<file path="src/rtl/alu_sched_pkg.sv">
// alu_sched_pkg: shared widths and FSM encoding for the round-robin ALU scheduler.
package alu_sched_pkg;

    localparam int OPND_W = 8;   // ALU operand width
    localparam int OPC_W  = 3;   // ALU opcode width
    localparam int RES_W  = 16;  // ALU result width
    localparam int CNT_W  = 4;   // wait counter, holds ALU_WAIT up to 15

    localparam logic [1:0] IDLE  = 2'd0;
    localparam logic [1:0] GRANT = 2'd1;
    localparam logic [1:0] EXEC  = 2'd2;
    localparam logic [1:0] RESP  = 2'd3;

    typedef enum logic [1:0] {
        ST_IDLE  = IDLE,
        ST_GRANT = GRANT,
        ST_EXEC  = EXEC,
        ST_RESP  = RESP
    } state_e;

endpackage

</file>
<file path="src/rtl/alu_rr_sched_rr_pick.sv">
// rr_pick: combinational round-robin first-set finder.
// Searches req_i starting at ptr_i and wrapping modulo NUM_REQ.
module rr_pick #(
    parameter int NUM_REQ = 4,
    parameter int ID_W    = 2
) (
    input  logic [NUM_REQ-1:0] req_i,
    input  logic [ID_W-1:0]    ptr_i,
    output logic [ID_W-1:0]    grant_o,
    output logic               any_o
);

    logic [2*NUM_REQ-1:0] rot;
    logic [ID_W:0]        idx;

    // Rotate the doubled request vector so bit 0 is the pointer position,
    // then take the lowest set bit and map it back to an absolute index.
    always_comb begin
        rot     = {req_i, req_i} >> ptr_i;
        idx     = '0;
        grant_o = '0;
        any_o   = 1'b0;
        for (int i = 0; i < NUM_REQ; i++) begin
            if (!any_o && rot[i]) begin
                any_o = 1'b1;
                idx   = {1'b0, ptr_i} + (ID_W+1)'(i);
                if (idx >= (ID_W+1)'(NUM_REQ)) idx = idx - (ID_W+1)'(NUM_REQ);
                grant_o = idx[ID_W-1:0];
            end
        end
    end

endmodule

</file>
<file path="src/rtl/alu_rr_sched.sv">
// alu_rr_sched: shares one 8-bit ALU among NUM_REQ requesters in round-robin
// order. One operation in flight at a time: IDLE -> GRANT -> EXEC -> RESP.
// Optional completed-operation counter: define ALU_RR_SCHED_STATS_EN.
module alu_rr_sched
    import alu_sched_pkg::*;
#(
    parameter int NUM_REQ  = 4,
    parameter int ID_W     = 2,
    parameter int ALU_WAIT = 1
) (
    input  logic                      s_axi_aclk,
    input  logic                      s_axi_aresetn,
    input  logic [NUM_REQ-1:0]        req_valid,
    output logic [NUM_REQ-1:0]        req_ready,
    input  logic [OPND_W*NUM_REQ-1:0] req_a,
    input  logic [OPND_W*NUM_REQ-1:0] req_b,
    input  logic [OPC_W*NUM_REQ-1:0]  req_opcode,
    output logic [OPND_W-1:0]         alu_a,
    output logic [OPND_W-1:0]         alu_b,
    output logic [OPC_W-1:0]          alu_opcode,
    output logic                      alu_ena,
    input  logic [RES_W-1:0]          alu_result,
    output logic                      rsp_valid,
    input  logic                      rsp_ready,
    output logic [ID_W-1:0]           rsp_id,
    output logic [RES_W-1:0]          rsp_result,
    output logic                      busy,
    output logic [31:0]               op_count
);

    state_e              state_q, state_d;
    logic [ID_W-1:0]     ptr_q, grant_q;
    logic [CNT_W-1:0]    cnt_q;
    logic [OPND_W-1:0]   a_q, b_q;
    logic [OPC_W-1:0]    opc_q;
    logic                rsp_valid_q;
    logic [ID_W-1:0]     rsp_id_q;
    logic [RES_W-1:0]    rsp_res_q;

    logic [ID_W-1:0]     pick_id;
    logic                pick_any;

    logic [NUM_REQ-1:0]  grant_oh;
    logic                sel_vld;
    logic [OPND_W-1:0]   sel_a, sel_b;
    logic [OPC_W-1:0]    sel_opc;
    logic [ID_W-1:0]     ptr_next;

    rr_pick #(
        .NUM_REQ (NUM_REQ),
        .ID_W    (ID_W)
    ) u_pick (
        .req_i   (req_valid),
        .ptr_i   (ptr_q),
        .grant_o (pick_id),
        .any_o   (pick_any)
    );

    // Select the granted requester's lanes with constant indices only.
    always_comb begin
        grant_oh = '0;
        sel_vld  = 1'b0;
        sel_a    = '0;
        sel_b    = '0;
        sel_opc  = '0;
        for (int i = 0; i < NUM_REQ; i++) begin
            if (grant_q == ID_W'(i)) begin
                grant_oh[i] = 1'b1;
                sel_vld     = req_valid[i];
                sel_a       = req_a[i*OPND_W +: OPND_W];
                sel_b       = req_b[i*OPND_W +: OPND_W];
                sel_opc     = req_opcode[i*OPC_W +: OPC_W];
            end
        end
    end

    assign ptr_next = (grant_q == ID_W'(NUM_REQ-1)) ? '0 : grant_q + 1'b1;

    // FSM state register.
    always_ff @(posedge s_axi_aclk) begin
        if (!s_axi_aresetn) state_q <= ST_IDLE;
        else                state_q <= state_d;
    end

    // FSM next state plus the handshake/enable strobes that follow the state.
    always_comb begin
        state_d   = state_q;
        req_ready = '0;
        alu_ena   = 1'b0;
        case (state_q)
            ST_IDLE:  if (pick_any) state_d = ST_GRANT;
            ST_GRANT: begin
                req_ready = grant_oh;
                // A requester that withdrew its valid gets no handshake.
                state_d   = sel_vld ? ST_EXEC : ST_IDLE;
            end
            ST_EXEC: begin
                alu_ena = 1'b1;
                if (cnt_q == CNT_W'(1)) state_d = ST_RESP;
            end
            ST_RESP:  if (rsp_ready) state_d = ST_IDLE;
            default:  state_d = ST_IDLE;
        endcase
    end

    // Datapath: winner capture, operand latch, wait count, response hold, pointer.
    always_ff @(posedge s_axi_aclk) begin
        if (!s_axi_aresetn) begin
            ptr_q       <= '0;
            grant_q     <= '0;
            cnt_q       <= '0;
            a_q         <= '0;
            b_q         <= '0;
            opc_q       <= '0;
            rsp_valid_q <= 1'b0;
            rsp_id_q    <= '0;
            rsp_res_q   <= '0;
        end else begin
            case (state_q)
                ST_IDLE: if (pick_any) grant_q <= pick_id;
                ST_GRANT: if (sel_vld) begin
                    a_q   <= sel_a;
                    b_q   <= sel_b;
                    opc_q <= sel_opc;
                    cnt_q <= CNT_W'(ALU_WAIT);
                end
                ST_EXEC: begin
                    if (cnt_q == CNT_W'(1)) begin
                        rsp_res_q   <= alu_result;
                        rsp_id_q    <= grant_q;
                        rsp_valid_q <= 1'b1;
                    end else begin
                        cnt_q <= cnt_q - 1'b1;
                    end
                end
                ST_RESP: if (rsp_ready) begin
                    rsp_valid_q <= 1'b0;
                    ptr_q       <= ptr_next;
                end
                default: ;
            endcase
        end
    end

    assign alu_a      = a_q;
    assign alu_b      = b_q;
    assign alu_opcode = opc_q;
    assign rsp_valid  = rsp_valid_q;
    assign rsp_id     = rsp_id_q;
    assign rsp_result = rsp_res_q;
    assign busy       = (state_q != ST_IDLE);

`ifdef ALU_RR_SCHED_STATS_EN
    logic [31:0] ops_q;

    // Saturating count of completed response handshakes.
    always_ff @(posedge s_axi_aclk) begin
        if (!s_axi_aresetn)                                   ops_q <= '0;
        else if (rsp_valid_q && rsp_ready && ops_q != '1)     ops_q <= ops_q + 32'd1;
    end

    assign op_count = ops_q;
`else
    assign op_count = '0;
`endif

endmodule

</file>
<file path="config.mk">
export PLATFORM = sky130hd
export DESIGN_NAME = alu_rr_sched
export DESIGN_NICKNAME = d
export VERILOG_FILES = /design/src/rtl/alu_sched_pkg.sv /design/src/rtl/alu_rr_sched_rr_pick.sv /design/src/rtl/alu_rr_sched.sv
export SDC_FILE = /design/constraint.sdc
export NUM_CORES = 1
export LEC_CHECK = 0
export ABC_AREA = 1
export CORE_UTILIZATION = 38
export CTS_CLUSTER_DIAMETER = 120
export DETAILED_ROUTE_END_ITERATION = 8
export GPL_TIMING_DRIVEN = 0
export HOLD_SLACK_MARGIN = 0.05
export PLACE_DENSITY = 0.9
export SETUP_SLACK_MARGIN = 0.1
export SLEW_MARGIN = 10
export SYNTH_ARGS = -nofsm -noshare
export SYNTH_HDL_FRONTEND = slang
export SYNTH_SLANG_ARGS = --single-unit
export TNS_END_PERCENT = 10
</file>
<file path="constraint.sdc">
create_clock -name s_axi_aclk -period 1.85 [get_ports s_axi_aclk]
set_input_delay 0.37 -clock s_axi_aclk [delete_from_list [all_inputs] [get_ports s_axi_aclk]]
set_output_delay 0.37 -clock s_axi_aclk [all_outputs]
set_load 0.03 [all_outputs]
</file>
==> Implementation_results.wiki, run 1 <==
{| class="wikitable"
! Metric !! Value
|-
| Status || completed
|-
| Remaining Overflow, GRT || 0
|-
| Global routing met1 resource utilization || 25.2%
|-
| Starting density of the core || 39.8%
|-
| Sequential group share of total power || between 20% and 30%
|-
| Switching fraction of total power || 40.3%
|-
| Per-instance average area after synthesis || 6.93 um^2
|-
| Share of the clock period used by the worst path || 96.3%
|-
| Met3 track utilization from global routing || around 5.4%
|-
| Fraction of power consumed by the clock network || 18.4%
|-
| Final wirelength || 9880 um
|-
| Upper clock frequency limit || roughly 560 MHz
|-
| Arrival time of the worst setup path || 1410 ps
|-
| Count of pins on the block boundary || approximately 180
|-
| Number of register bits inferred by synthesis || 48
|-
| Proportion of synthesized chip area in sequential cells || 32.9%
|-
| Number of buffers added to fix hold violations after cts || 0
|-
| Required time of the critical path || 1480 ps
|-
| Clock slew seen by the registers of the worst setup and hold paths || 100 ps
|-
| Area growth from synthesis to layout || 68.1%
|-
| DIE HEIGHT || ~90 um
|-
| Site row count || 31
|-
| CTS Sinks || 48
|-
| Switching Power || 1.73 mW
|-
| Final count of hold timing violations || 0
|-
| Number of antenna violations at the first check in global routing || 0
|-
| Global-route wire length before repair || between 10,000 and 15,000 um
|-
| Total Die Area || 8040 um^2
|-
| Distinct cells, synth || 27
|-
| Worst slack at placement || -695 ps
|-
| Multi-input gate area || approximately 1600 um^2
|-
| Worst-case clock buffer depth || 2
|-
| Clock tree from TritonCTS || yes
|-
| Type of element capturing the critical path || output port
|-
| Finished Cell Area || 4910 um^2
|-
| Final slew viol count || 0
|-
| Leakage power summed over all cells || 2.20 nW
|-
| Worst setup slack for register-to-register paths || 130 ps
|-
| Worst-Margin Slew || about 530 ps
|-
| Total routing resource utilization after global routing || 22.9%
|-
| Setup ws final || 68.4 ps
|-
| Vias in the first global route || slightly above 3,000
|-
| Worst path buffer plus inverter count || 5
|-
| Crit path max fanout || 8
|-
| Setup repair after global routing missed its margin || true
|-
| Total of max-cap violations || 0
|-
| Gate family responsible for the most delay along the worst path || buffers and inverters
|-
| Critical-path cell with the highest stage delay || sky130_fd_sc_hd__dfxtp_4
|-
| Ordered list of cells on the worst path || inv_4 -> ha_4 -> buf_6 -> inv_1 -> buf_8 -> nor2_4 -> buf_6
|-
| Power density over the cells || 875 nW/um^2
|-
| Number of CTS-inserted buffers || 5
|-
| ANT cells || 0
|-
| Placed Area || 4580 um^2
|-
| Detail-routed net length per standard cell || around 14 um
|-
| Maximum resistive drop on vdd || 0.550 mV
|-
| Cell-internal power || 2.56 mW
|-
| RD Place Congestion || 0.820
|-
| Delay of the slowest cell on the worst path || 370 ps
|-
| Sum Neg Setup Slack || 0 ps
|-
| Via density || 4.80
|-
| Min Clock Period, post-route || 1780 ps
|-
| Crit path launch type || flip-flop
|-
| Area of the placeable core || approximately 7300 um^2
|-
| Ys Warns || 0
|-
| Count of antenna-violating nets left after detailed routing || 0
|-
| Iteration-0 DRC count of the detailed router || roughly 130
|-
| Most heavily used metal layer in global routing || met2
|-
| Share of power burned in combinational logic || 51.7%
|-
| Crit Path Class || flip-flop to output port
|-
| Class of the worst hold path || flip-flop to flip-flop
|-
| Flip-flop and latch area || 966 um^2
|-
| Fraction of layout instances using a drive strength above 1 || between 10% and 20%
|-
| Cell repeated most along the worst path || sky130_fd_sc_hd__buf_6
|-
| Post-synthesis instance area || 2920 um^2
|-
| Remaining DRCs || 0
|-
| Via count of the routed design || 3,435
|-
| Horizontal die dimension || between 80 and 90 um
|-
| Detail Placement HPWL || 7470 um
|-
| H-Tree Depth || 2
|-
| Worst-skew pair later-pin latency || 310 ps
|-
| Quantity of I/O buffers inserted on ports || 142
|-
| Count of fill cells added during filler insertion || 617
|-
| Number of cells produced by synthesis || approximately 420
|-
| Number of detailed-routing iterations run before antenna repair || 4
|-
| NumNets Final || slightly above 700
|-
| Met2 Usage GRT || between 40% and 50%
|-
| Pin count of the biggest net entering global routing || 17
|-
| Worst clock skew || 8.77 ps
|-
| Final setup violating endpoints || 0
|-
| Worst relative slew slack || 64.8%
|-
| CTS root buf || sky130_fd_sc_hd__clkbuf_8
|}
-- synthesized netlist by cell type (all sizes together) --
cell | count | area share [%]
a211oi | 1 | 0.26
a21oi | 68 | 13
buf | 44 | 12
clkbuf | 11 | 1.4
conb | 1 | 0.13
dfxtp | 48 | 33
ha | 6 | 2.6
inv | 26 | 3.5
nand2 | 81 | 11
nand3 | 10 | 1.7
nand3b | 1 | 0.39
nand4 | 3 | 0.64
nor2 | 55 | 7.7
nor3 | 1 | 0.17
o211ai | 20 | 5.1
o21ai | 44 | 7.5
xor2 | 1 | 0.30
-- path summary, 6_finish.rpt --
path,depth (start not counted),to,start
worst min register to register,2,rsp_valid,rsp_valid
worst min-delay path,2,rsp_valid,rsp_valid
worst max register to register,11,alu_opcode[1],grant_q[0]
worst max-delay path,7,req_ready[2],grant_q[0]
-- layout make-up --
cell class / instances / share of cell area [%]
Buffer: 55 / 8.59
Clock buffer: 5 / 1.40
Clock inverter: 3 / 0.944
Inverter: 26 / 2.24
Multi-Input combinational cell: 323 / 33.6
Sequential cell: 48 / 19.7
Tap cell: 99 / 2.52
Timing Repair Buffer: 157 / 31.0
-- cell families after synthesis --
family                     Yosys count  share of synthesized area (%)
adders and majority gates            6                           2.57
DFF                                 48                           32.9
and+or+nand+nor                    151                           21.5
buffers and inverters               81                           16.7
xor gates and xnor gates             1                          0.300
other                                1                          0.128
AOI/OAI and AO/OA                  133                           25.9
-- what timing repair did --
| action | in CTS | in global routing |
|---|---|---|
| setup buffers | 3 | 12 |
| pin swaps | 2 | 2 |
| gates resized for setup | 46 | 13 |
| gates cloned | 0 | 0 |
| endpoints found under the setup margin | 27 | 35 |
-- power by group through the flow --
stage	sequential, mW	combinational, mW	clock (mW)
after detailed placement	1.30	2.01	0
after floorplan	1.49	1.08	0
final	1.28	2.22	0.790
after CTS	1.28	2.08	0.806
after global placement	1.29	1.95	0
after global routing	1.30	2.40	0.851
-- through the flow --
step           power (mW)  instances  util (%)  hold slack [ps]
2_1_floorplan        2.56        452         -              475
3_3_place_gp         3.24        693      62.5              454
3_5_place_dp         3.30        693      62.5              468
4_1_cts              4.17        704      65.1              483
5_1_grt              4.56        716      66.9              494
6_report             4.29        716      66.9              481
-- flip-flops by register name (all words and copies together), names as in the netlist, named ones only --
name,flops
ptr_q,2
cnt_q,4
state_q,1
rsp_result,16
grant_q,2
alu_b,8
rsp_id,2
alu_opcode,3
rsp_valid,1
alu_a,8
-- routing by layer --
metal / part of all wire [%] / vias up / wire (um)
met5: 0 / - / 0
met3: 7.2 / 20 / 710
met1: 39 / 1551 / 3840
met2: 52 / 137 / 5120
li1: - / 1727 / -
met4: 2.1 / 0 / 207
-- layout by cell type, fill, tap and decap left out, drive strengths merged --
master	Yosys	final
clkbuf	11	14
nor3	1	1
buf	44	65
clkdlybuf4s15	0	1
clkdlybuf4s50	0	136
dfxtp	48	48
clkinvlp	0	1
o211ai	20	20
bufinv	0	1
nand2	81	81
nand4	3	3
inv	26	27
o21ai	44	44
nand3	10	10
a211oi	1	1
dlygate4sd2	0	1
conb	1	32
a21oi	68	68
nand3b	1	1
xor2	1	1
nor2	55	55
ha	6	6
-- tightest hold or removal path, delay by kind of cell, from the launching register on --
kind,cells,cell delay [ps]
flops,1,320
simple gates,1,60
compound gates,1,60
(Power assumes the default switching activity.)
==> inputs of run 2 (changes only) <==
CORE_ASPECT_RATIO = 0.9   (was default)
==> run 2 against run 1 <==
Net effect: worst setup slack is essentially flat; clock skew is 2.8 ps lower; via count up 0.38%; critical endpoint is now req_ready[3]; critical path depth decreased by 2; power up 1.8%; sequential cell count unchanged; global-route usage rose by 0.62 points; register-to-register slack barely moved; combinational power rose by 2%; clock power increased by 3.3%; first-iteration DRC count is 2.3% higher; final cell count decreased by 1.1%; critical path type unchanged.
==> Implementation_results.wiki, run 2 (same netlist as run 1, synthesis figures left out) <==
{| class="wikitable"
! Metric !! Value
|-
| Area growth from synthesis to layout || 69.8%
|-
| Critical-path cell with the highest stage delay || sky130_fd_sc_hd__dfxtp_4
|-
| Upper clock frequency limit || 561 MHz (about the same)
|-
| Number of instances on the worst hold path || 2 (unchanged)
|-
| Starting density of the core || 40.2% (+0.41 points)
|-
| Worst relative slew slack || 63.9% (-0.94 points)
|-
| Status || completed
|-
| Count of fill cells added during filler insertion || 597 (-3.2%)
|-
| CTS Sinks || 48 (unchanged)
|-
| Site row count || 29 (-6.5%)
|-
| Setup ws final || 68.5 ps (+0.0787 ps)
|-
| Leading cell type in the layout, fill and taps excluded || sky130_fd_sc_hd__clkdlybuf4s50_1
|-
| Final Util || 68.3% (+1.4 points)
|-
| Crit path launch type || flip-flop
|-
| Global routing met1 resource utilization || 26.6% (+1.5 points)
|-
| Number of flip-flops in the largest register || 16 (unchanged)
|-
| Fraction of layout instances using a drive strength above 1 || 19.0% (+1.2 points)
|-
| Clock slew seen by the registers of the worst setup and hold paths || 90 ps (about the same)
|-
| Number of instances in the placed design || 687 (-0.87%)
|-
| H-Tree Depth || 2 (unchanged)
|-
| Crit path launch || grant_q[0]
|-
| Remaining Overflow, GRT || 0 (unchanged)
|-
| Remaining DRCs || 0 (unchanged)
|-
| Pin count of the biggest net entering global routing || 16 (-1)
|-
| Worst reg2reg path startpoint || grant_q[0]
|-
| Via density || 4.87 (+1.5%)
|-
| Clock tree from TritonCTS || yes
|-
| Min Clock Period, post-route || 1780 ps (-0.0787 ps)
|-
| Reg2Reg Capture Point || alu_b[2]
|-
| Detail Placement HPWL || 7370 um (-1.4%)
|-
| Worst slack at placement || -680 ps (+14.7 ps)
|-
| Ordered list of cells on the worst path || buf_4 -> ha_1 -> inv_2 -> nor2_4 -> buf_2
|-
| Worst Reg-to-Reg Cells || 9 (-2)
|-
| ANT cells || 0 (unchanged)
|-
| Final slew viol count || 0 (unchanged)
|-
| Gate family responsible for the most delay along the worst path || flip-flops
|-
| Vias in the first global route || 3,240 (+5.3%)
|-
| Worst clock skew || 5.99 ps (-2.78 ps)
|-
| Hold-critical path endpoint || rsp_valid
|-
| Source of the worst hold timing path || rsp_valid
|-
| CTS root buf || sky130_fd_sc_hd__clkbuf_8
|-
| Worst-skew pair later-pin latency || 300 ps (about the same)
|-
| Final-layout worst hold slack || 482 ps (+0.588 ps)
|-
| RD Place Congestion || 0.837 (+2.1%)
|-
| Maximum resistive drop on vdd || 0.589 mV (+7.0%)
|-
| Worst setup slack for register-to-register paths || 120 ps (about the same)
|-
| Global-route wire length before repair || 14,800 um (+4.2%)
|-
| Leakage power summed over all cells || 2.22 nW (+0.85%)
|-
| Worst-case clock buffer depth || 2 (unchanged)
|-
| Setup repair after global routing missed its margin || true
|-
| Met2 Usage GRT || 43.4% (+0.44 points)
|-
| Detail-routed net length per standard cell || 14.2 um (+3.1%)
|-
| Arrival time of the worst setup path || 1410 ps (about the same)
|-
| Multi-input gate area || 1680 um^2 (+1.9%)
|-
| Number of detailed-routing iterations run before antenna repair || 6 (+2)
|-
| Delay of the slowest cell on the worst path || 400 ps (+30 ps)
|-
| Worst-Margin Slew || 541 ps (+14.0 ps)
|-
| Most heavily used metal layer in global routing || met2
|-
| Total Die Area || 8040 um^2 (about the same)
|-
| Count of antenna-violating nets left after detailed routing || 0 (unchanged)
|-
| Placed Area || 4580 um^2 (-0.16%)
|-
| Worst path buffer plus inverter count || 3 (-2)
|-
| Number of CTS-inserted buffers || 5 (unchanged)
|-
| Iteration-0 DRC count of the detailed router || 131 (+2.3%)
|-
| Final wirelength || 10,100 um (+1.9%)
|-
| Flip-flop and latch area || 970 um^2 (+0.39%)
|-
| Crit Path Class || flip-flop to output port
|-
| Required time of the critical path || 1480 ps (about the same)
|-
| Total of max-cap violations || 0 (unchanged)
|-
| Area of the placeable core || 7260 um^2 (-1.0%)
|-
| Via count of the routed design || 3,448 (+0.38%)
|-
| Crit path max fanout || 4 (-4)
|-
| Final std cells w/o fill || 708 (-1.1%)
|-
| Type of element capturing the critical path || output port
|-
| Quantity of I/O buffers inserted on ports || 142 (unchanged)
|-
| Share of the clock period used by the worst path || 96.3% (about the same)
|-
| Final setup violating endpoints || 0 (unchanged)
|-
| Final count of hold timing violations || 0 (unchanged)
|-
| Power density over the cells || 882 nW/um^2 (+0.74%)
|-
| DIE HEIGHT || 85.1 um (-5.0%)
|-
| Horizontal die dimension || 94.4 um (+5.3%)
|-
| Number of antenna violations at the first check in global routing || 0 (unchanged)
|-
| Count of pins on the block boundary || 175 (unchanged)
|-
| Highest-count cells in the layout ignoring fill and taps || sky130_fd_sc_hd__clkdlybuf4s50_1, sky130_fd_sc_hd__nand2_1, sky130_fd_sc_hd__a21oi_1
|-
| Met3 track utilization from global routing || 7.08% (+1.7 points)
|-
| Class of the worst hold path || flip-flop to flip-flop
|-
| NumNets Final || 719 (-0.28%)
|-
| Finished Cell Area || 4960 um^2 (+1.0%)
|-
| Total routing resource utilization after global routing || 23.5% (+0.62 points)
|}
==> run 2: worst max path at each step <==
stage | end | slack (ps) | cells after the start
after floorplan | req_ready[2] | 110 | 6
after global placement | req_ready[2] | -660 | 7
after detailed placement | req_ready[2] | -680 | 7
after CTS | req_ready[2] | -50 | 7
after global routing | alu_b[2] | 10 | 12
final | req_ready[3] | 70 | 5
==> run 2: final cells by class <==
cell class                 instances  share of cell area (%)
buffer                            55                    8.51
timing repair inverter             1                   0.177
timing repair buffer             154                    30.7
tap                               93                    2.35
sequential                        48                    19.6
clock buffer                       6                    1.67
inverter                          26                    2.42
clock inverter                     2                   0.783
multi-input combinational        323                    33.9
==> run 2: per-stage QoR <==
stage                     total power, mW  TNS [ps]
after floorplan                      2.56         0
after global placement               3.23     -1270
after detailed placement             3.29     -1610
after CTS                            4.16     -47.1
after global routing                 4.64         0
final                                4.37         0
==> run 2: what timing repair did <==
item	in CTS	in global routing
setup endpoints to repair	25	32
setup buffers	0	10
hold buffers	0	0
pin swaps	0	5
cloned	0	3
gates resized for setup	45	32
==> run 2: worst reg2reg max path, delay by kind of cell (launching register included) <==
family	cells	cell delay (ps)
buf+inv	4	510
flops	1	380
simple gates	2	350
fa+ha+maj	1	210
compound gates	2	170
==> run 2: power breakdown <==
part	internal, mW	switching (mW)	leakage [nW]
Combinational	0.999	1.26	1.76
Sequential	1.19	0.103	0.392
Clock	0.443	0.373	0.0614
==> run 2: per-layer routing <==
layer | part of all wire, % | wire, um
met1 | 39 | 3970
met2 | 50 | 5070
met3 | 9.3 | 936
met4 | 0.95 | 96
met5 | 0 | 0
==> inputs of run 3 (changes only) <==
REMOVE_ABC_BUFFERS = 1   (was default)
==> run 3 against run 2 <==
Net effect: cell area shrank 5.6%; combinational power is essentially flat; clock power shrank 0.9%; die area is the same; global-route usage grew 1.1 points; sequential cell count is the same; worst setup slack gained 7.4 ps; clock-buffer cell count is the same; via count shrank 0.61%; first-iteration DRC count grew 30%; highest routed layer unchanged.
==> Implementation_results.wiki, run 3 (same netlist as run 1, synthesis figures left out) <==
{| class="wikitable"
! Metric !! Value
|-
| Final setup violating endpoints || 0 (unchanged)
|-
| Power density over the cells || 930 nW/um^2 (+5.4%)
|-
| Via density || 5.16 (+6.0%)
|-
| Ordered list of cells on the worst path || ha_4 -> clkinvlp_4 -> buf_6 -> nand4_1 -> buf_6 -> nand2_8 -> buf_12 -> o21ai_0 -> a21oi_1
|-
| Class of the worst hold path || flip-flop to flip-flop
|-
| Delay of the slowest cell on the worst path || 410 ps (about the same)
|-
| Final wirelength || 10,400 um (+2.9%)
|-
| Final Power || 4.35 mW (-0.45%)
|-
| Crit path launch type || flip-flop
|-
| ANT cells || 0 (unchanged)
|-
| Worst Reg-to-Reg Cells || 9 (unchanged)
|-
| Fraction of layout instances using a drive strength above 1 || 15.6% (-3.4 points)
|-
| Maximum resistive drop on vdd || 0.493 mV (-16%)
|-
| Highest-count cells in the layout ignoring fill and taps || sky130_fd_sc_hd__clkdlybuf4s50_1, sky130_fd_sc_hd__nand2_1, sky130_fd_sc_hd__a21oi_1
|-
| Min Clock Period, post-route || 1770 ps (-7.39 ps)
|-
| Final slew viol count || 0 (unchanged)
|-
| Worst clock skew || 8.62 ps (+2.63 ps)
|-
| Clock slew seen by the registers of the worst setup and hold paths || 90 ps (about the same)
|-
| Worst-case clock buffer depth || 2 (unchanged)
|-
| CTS Sinks || 48 (unchanged)
|-
| Count of antenna-violating nets left after detailed routing || 0 (unchanged)
|-
| Global-route wire length before repair || 15,500 um (+4.9%)
|-
| Total of max-cap violations || 0 (unchanged)
|-
| Cell repeated most along the worst path || sky130_fd_sc_hd__buf_6
|-
| Status || completed
|-
| Worst reg2reg path startpoint || grant_q[1]
|-
| DIE HEIGHT || 85.1 um (unchanged)
|-
| Path length in cells of the critical path || 9 (+4)
|-
| Final-layout worst hold slack || 478 ps (-3.68 ps)
|-
| Critical-path cell with the highest stage delay || sky130_fd_sc_hd__dfxtp_4
|-
| Crit Path Class || flip-flop to flip-flop
|-
| Reg2Reg Capture Point || alu_b[0]
|-
| Via count of the routed design || 3,427 (-0.61%)
|-
| Setup crit end || alu_b[0]
|-
| Type of element capturing the critical path || flip-flop
|-
| Total routing resource utilization after global routing || 24.6% (+1.1 points)
|-
| Number of instances in the placed design || 632 (-8.0%)
|-
| Horizontal die dimension || 94.4 um (unchanged)
|-
| Worst-skew pair later-pin latency || 300 ps (about the same)
|-
| Share of the clock period used by the worst path || 95.9% (-0.40 points)
|-
| Total Die Area || 8040 um^2 (unchanged)
|-
| Upper clock frequency limit || 564 MHz (+0.42%)
|-
| Crit path max fanout || 10 (+6)
|-
| Starting density of the core || 40.2% (unchanged)
|-
| Required time of the critical path || 2040 ps (+560 ps)
|-
| Remaining DRCs || 0 (unchanged)
|-
| Iteration-0 DRC count of the detailed router || 170 (+30%)
|-
| CTS root buf || sky130_fd_sc_hd__clkbuf_8
|-
| Final std cells w/o fill || 664 (-6.2%)
|-
| NumNets Final || 675 (-6.1%)
|-
| Clock tree from TritonCTS || yes
|-
| Detail Placement HPWL || 6460 um (-12%)
|-
| Quantity of I/O buffers inserted on ports || 142 (unchanged)
|-
| Detail-routed net length per standard cell || 15.6 um (+9.7%)
|-
| H-Tree Depth || 2 (unchanged)
|-
| Number of detailed-routing iterations run before antenna repair || 4 (-2)
|-
| Area of the placeable core || 7260 um^2 (unchanged)
|-
| Leading cell type in the layout, fill and taps excluded || sky130_fd_sc_hd__clkdlybuf4s50_1
|-
| Vias in the first global route || 3,271 (+0.96%)
|-
| Placed Area || 4190 um^2 (-8.5%)
|-
| Worst path buffer plus inverter count || 4 (+1)
|-
| Setup repair after global routing missed its margin || true
|-
| Worst setup slack for register-to-register paths || 80 ps (-40 ps)
|-
| Area growth from synthesis to layout || 60.3%
|-
| Remaining Overflow, GRT || 0 (unchanged)
|-
| Worst relative slew slack || 51.7% (-12 points)
|-
| Arrival time of the worst setup path || 1960 ps (+550 ps)
|-
| Final count of hold timing violations || 0 (unchanged)
|-
| Final Util || 64.5% (-3.8 points)
|-
| Worst-Margin Slew || 724 ps (+183 ps)
|-
| Pin count of the biggest net entering global routing || 45 (+29)
|-
| Count of pins on the block boundary || 175 (unchanged)
|-
| Crit path launch || grant_q[1]
|-
| RD Place Congestion || 0.782 (-6.6%)
|-
| Leakage power summed over all cells || 1.99 nW (-10%)
|-
| Number of antenna violations at the first check in global routing || 0 (unchanged)
|-
| Finished Cell Area || 4680 um^2 (-5.6%)
|-
| Number of flip-flops in the largest register || 16 (unchanged)
|-
| Gate family responsible for the most delay along the worst path || buffers and inverters
|-
| Site row count || 29 (unchanged)
|-
| Number of CTS-inserted buffers || 5 (unchanged)
|}
-- run 3: changes by cell type in the layout (fill, tap and decap cells not counted), moves of 3 or more --
cell,change
sky130_fd_sc_hd__buf_4,-33
sky130_fd_sc_hd__a21oi_1,-4
sky130_fd_sc_hd__o21ai_2,+3
sky130_fd_sc_hd__clkbuf_2,-3
sky130_fd_sc_hd__clkbuf_1,-6
sky130_fd_sc_hd__a21oi_2,+7
sky130_fd_sc_hd__o21ai_0,-5
sky130_fd_sc_hd__a21oi_4,-3
sky130_fd_sc_hd__clkinvlp_4,+3
-- run 3: routing by layer --
metal	vias up	share of wire [%]	track usage (%)
li1	1641	-	-
met1	1593	40	27.9
met2	173	50	44.8
met3	20	7.6	5.47
met4	0	2.0	8.39
met5	-	0	0
-- run 3: final cells by class --
cell class | count | area, um^2
repair buffers | 161 | 1590
repair inverters | 2 | 12.5
multi-input cells | 326 | 1740
flip-flops and latches | 48 | 968
clock inverters | 2 | 38.8
inverters | 26 | 130
fillers | 601 | 2580
clock buffers | 6 | 82.6
well taps | 93 | 116
-- run 3: report_power, final --
group	leakage (nW)	internal, mW	switching [mW]
clock network	0.0614	0.443	0.366
logic	1.53	0.931	1.31
registers	0.392	1.19	0.116
-- run 3: what timing repair did --
action,CTS,global route
endpoints found under the setup margin,48,53
buffers inserted,12,7
hold buffers,0,0
gates resized for setup,48,29
pin swaps,4,2
cloned,4,1
-- run 3: worst min-delay path by stage --
stage	slack, ps	cells past startpoint	end	start
after floorplan	480	2	cnt_q[3]	cnt_q[3]
after global placement	460	2	rsp_valid	rsp_valid
after detailed placement	460	2	rsp_valid	rsp_valid
after CTS	480	2	rsp_valid	rsp_valid
after global routing	530	2	rsp_valid	rsp_valid
final	480	2	rsp_valid	rsp_valid
-- run 3: worst reg2reg max path, delay by kind of cell, from the launching register on --
kind | cells | cell delay [ps]
compound gates | 2 | 240
fa+ha+maj | 1 | 160
buf+inv | 4 | 630
flops | 1 | 410
simple gates | 2 | 210
-- run 3: metrics by stage --
stage | setup TNS, ps | worst slack [ps]
6_report | 0 | 75.9
5_1_grt | 0 | 9.31
4_1_cts | 0 | 33.5
3_5_place_dp | -34440 | -1400
3_3_place_gp | -47040 | -1520
2_1_floorplan | -13140 | -554
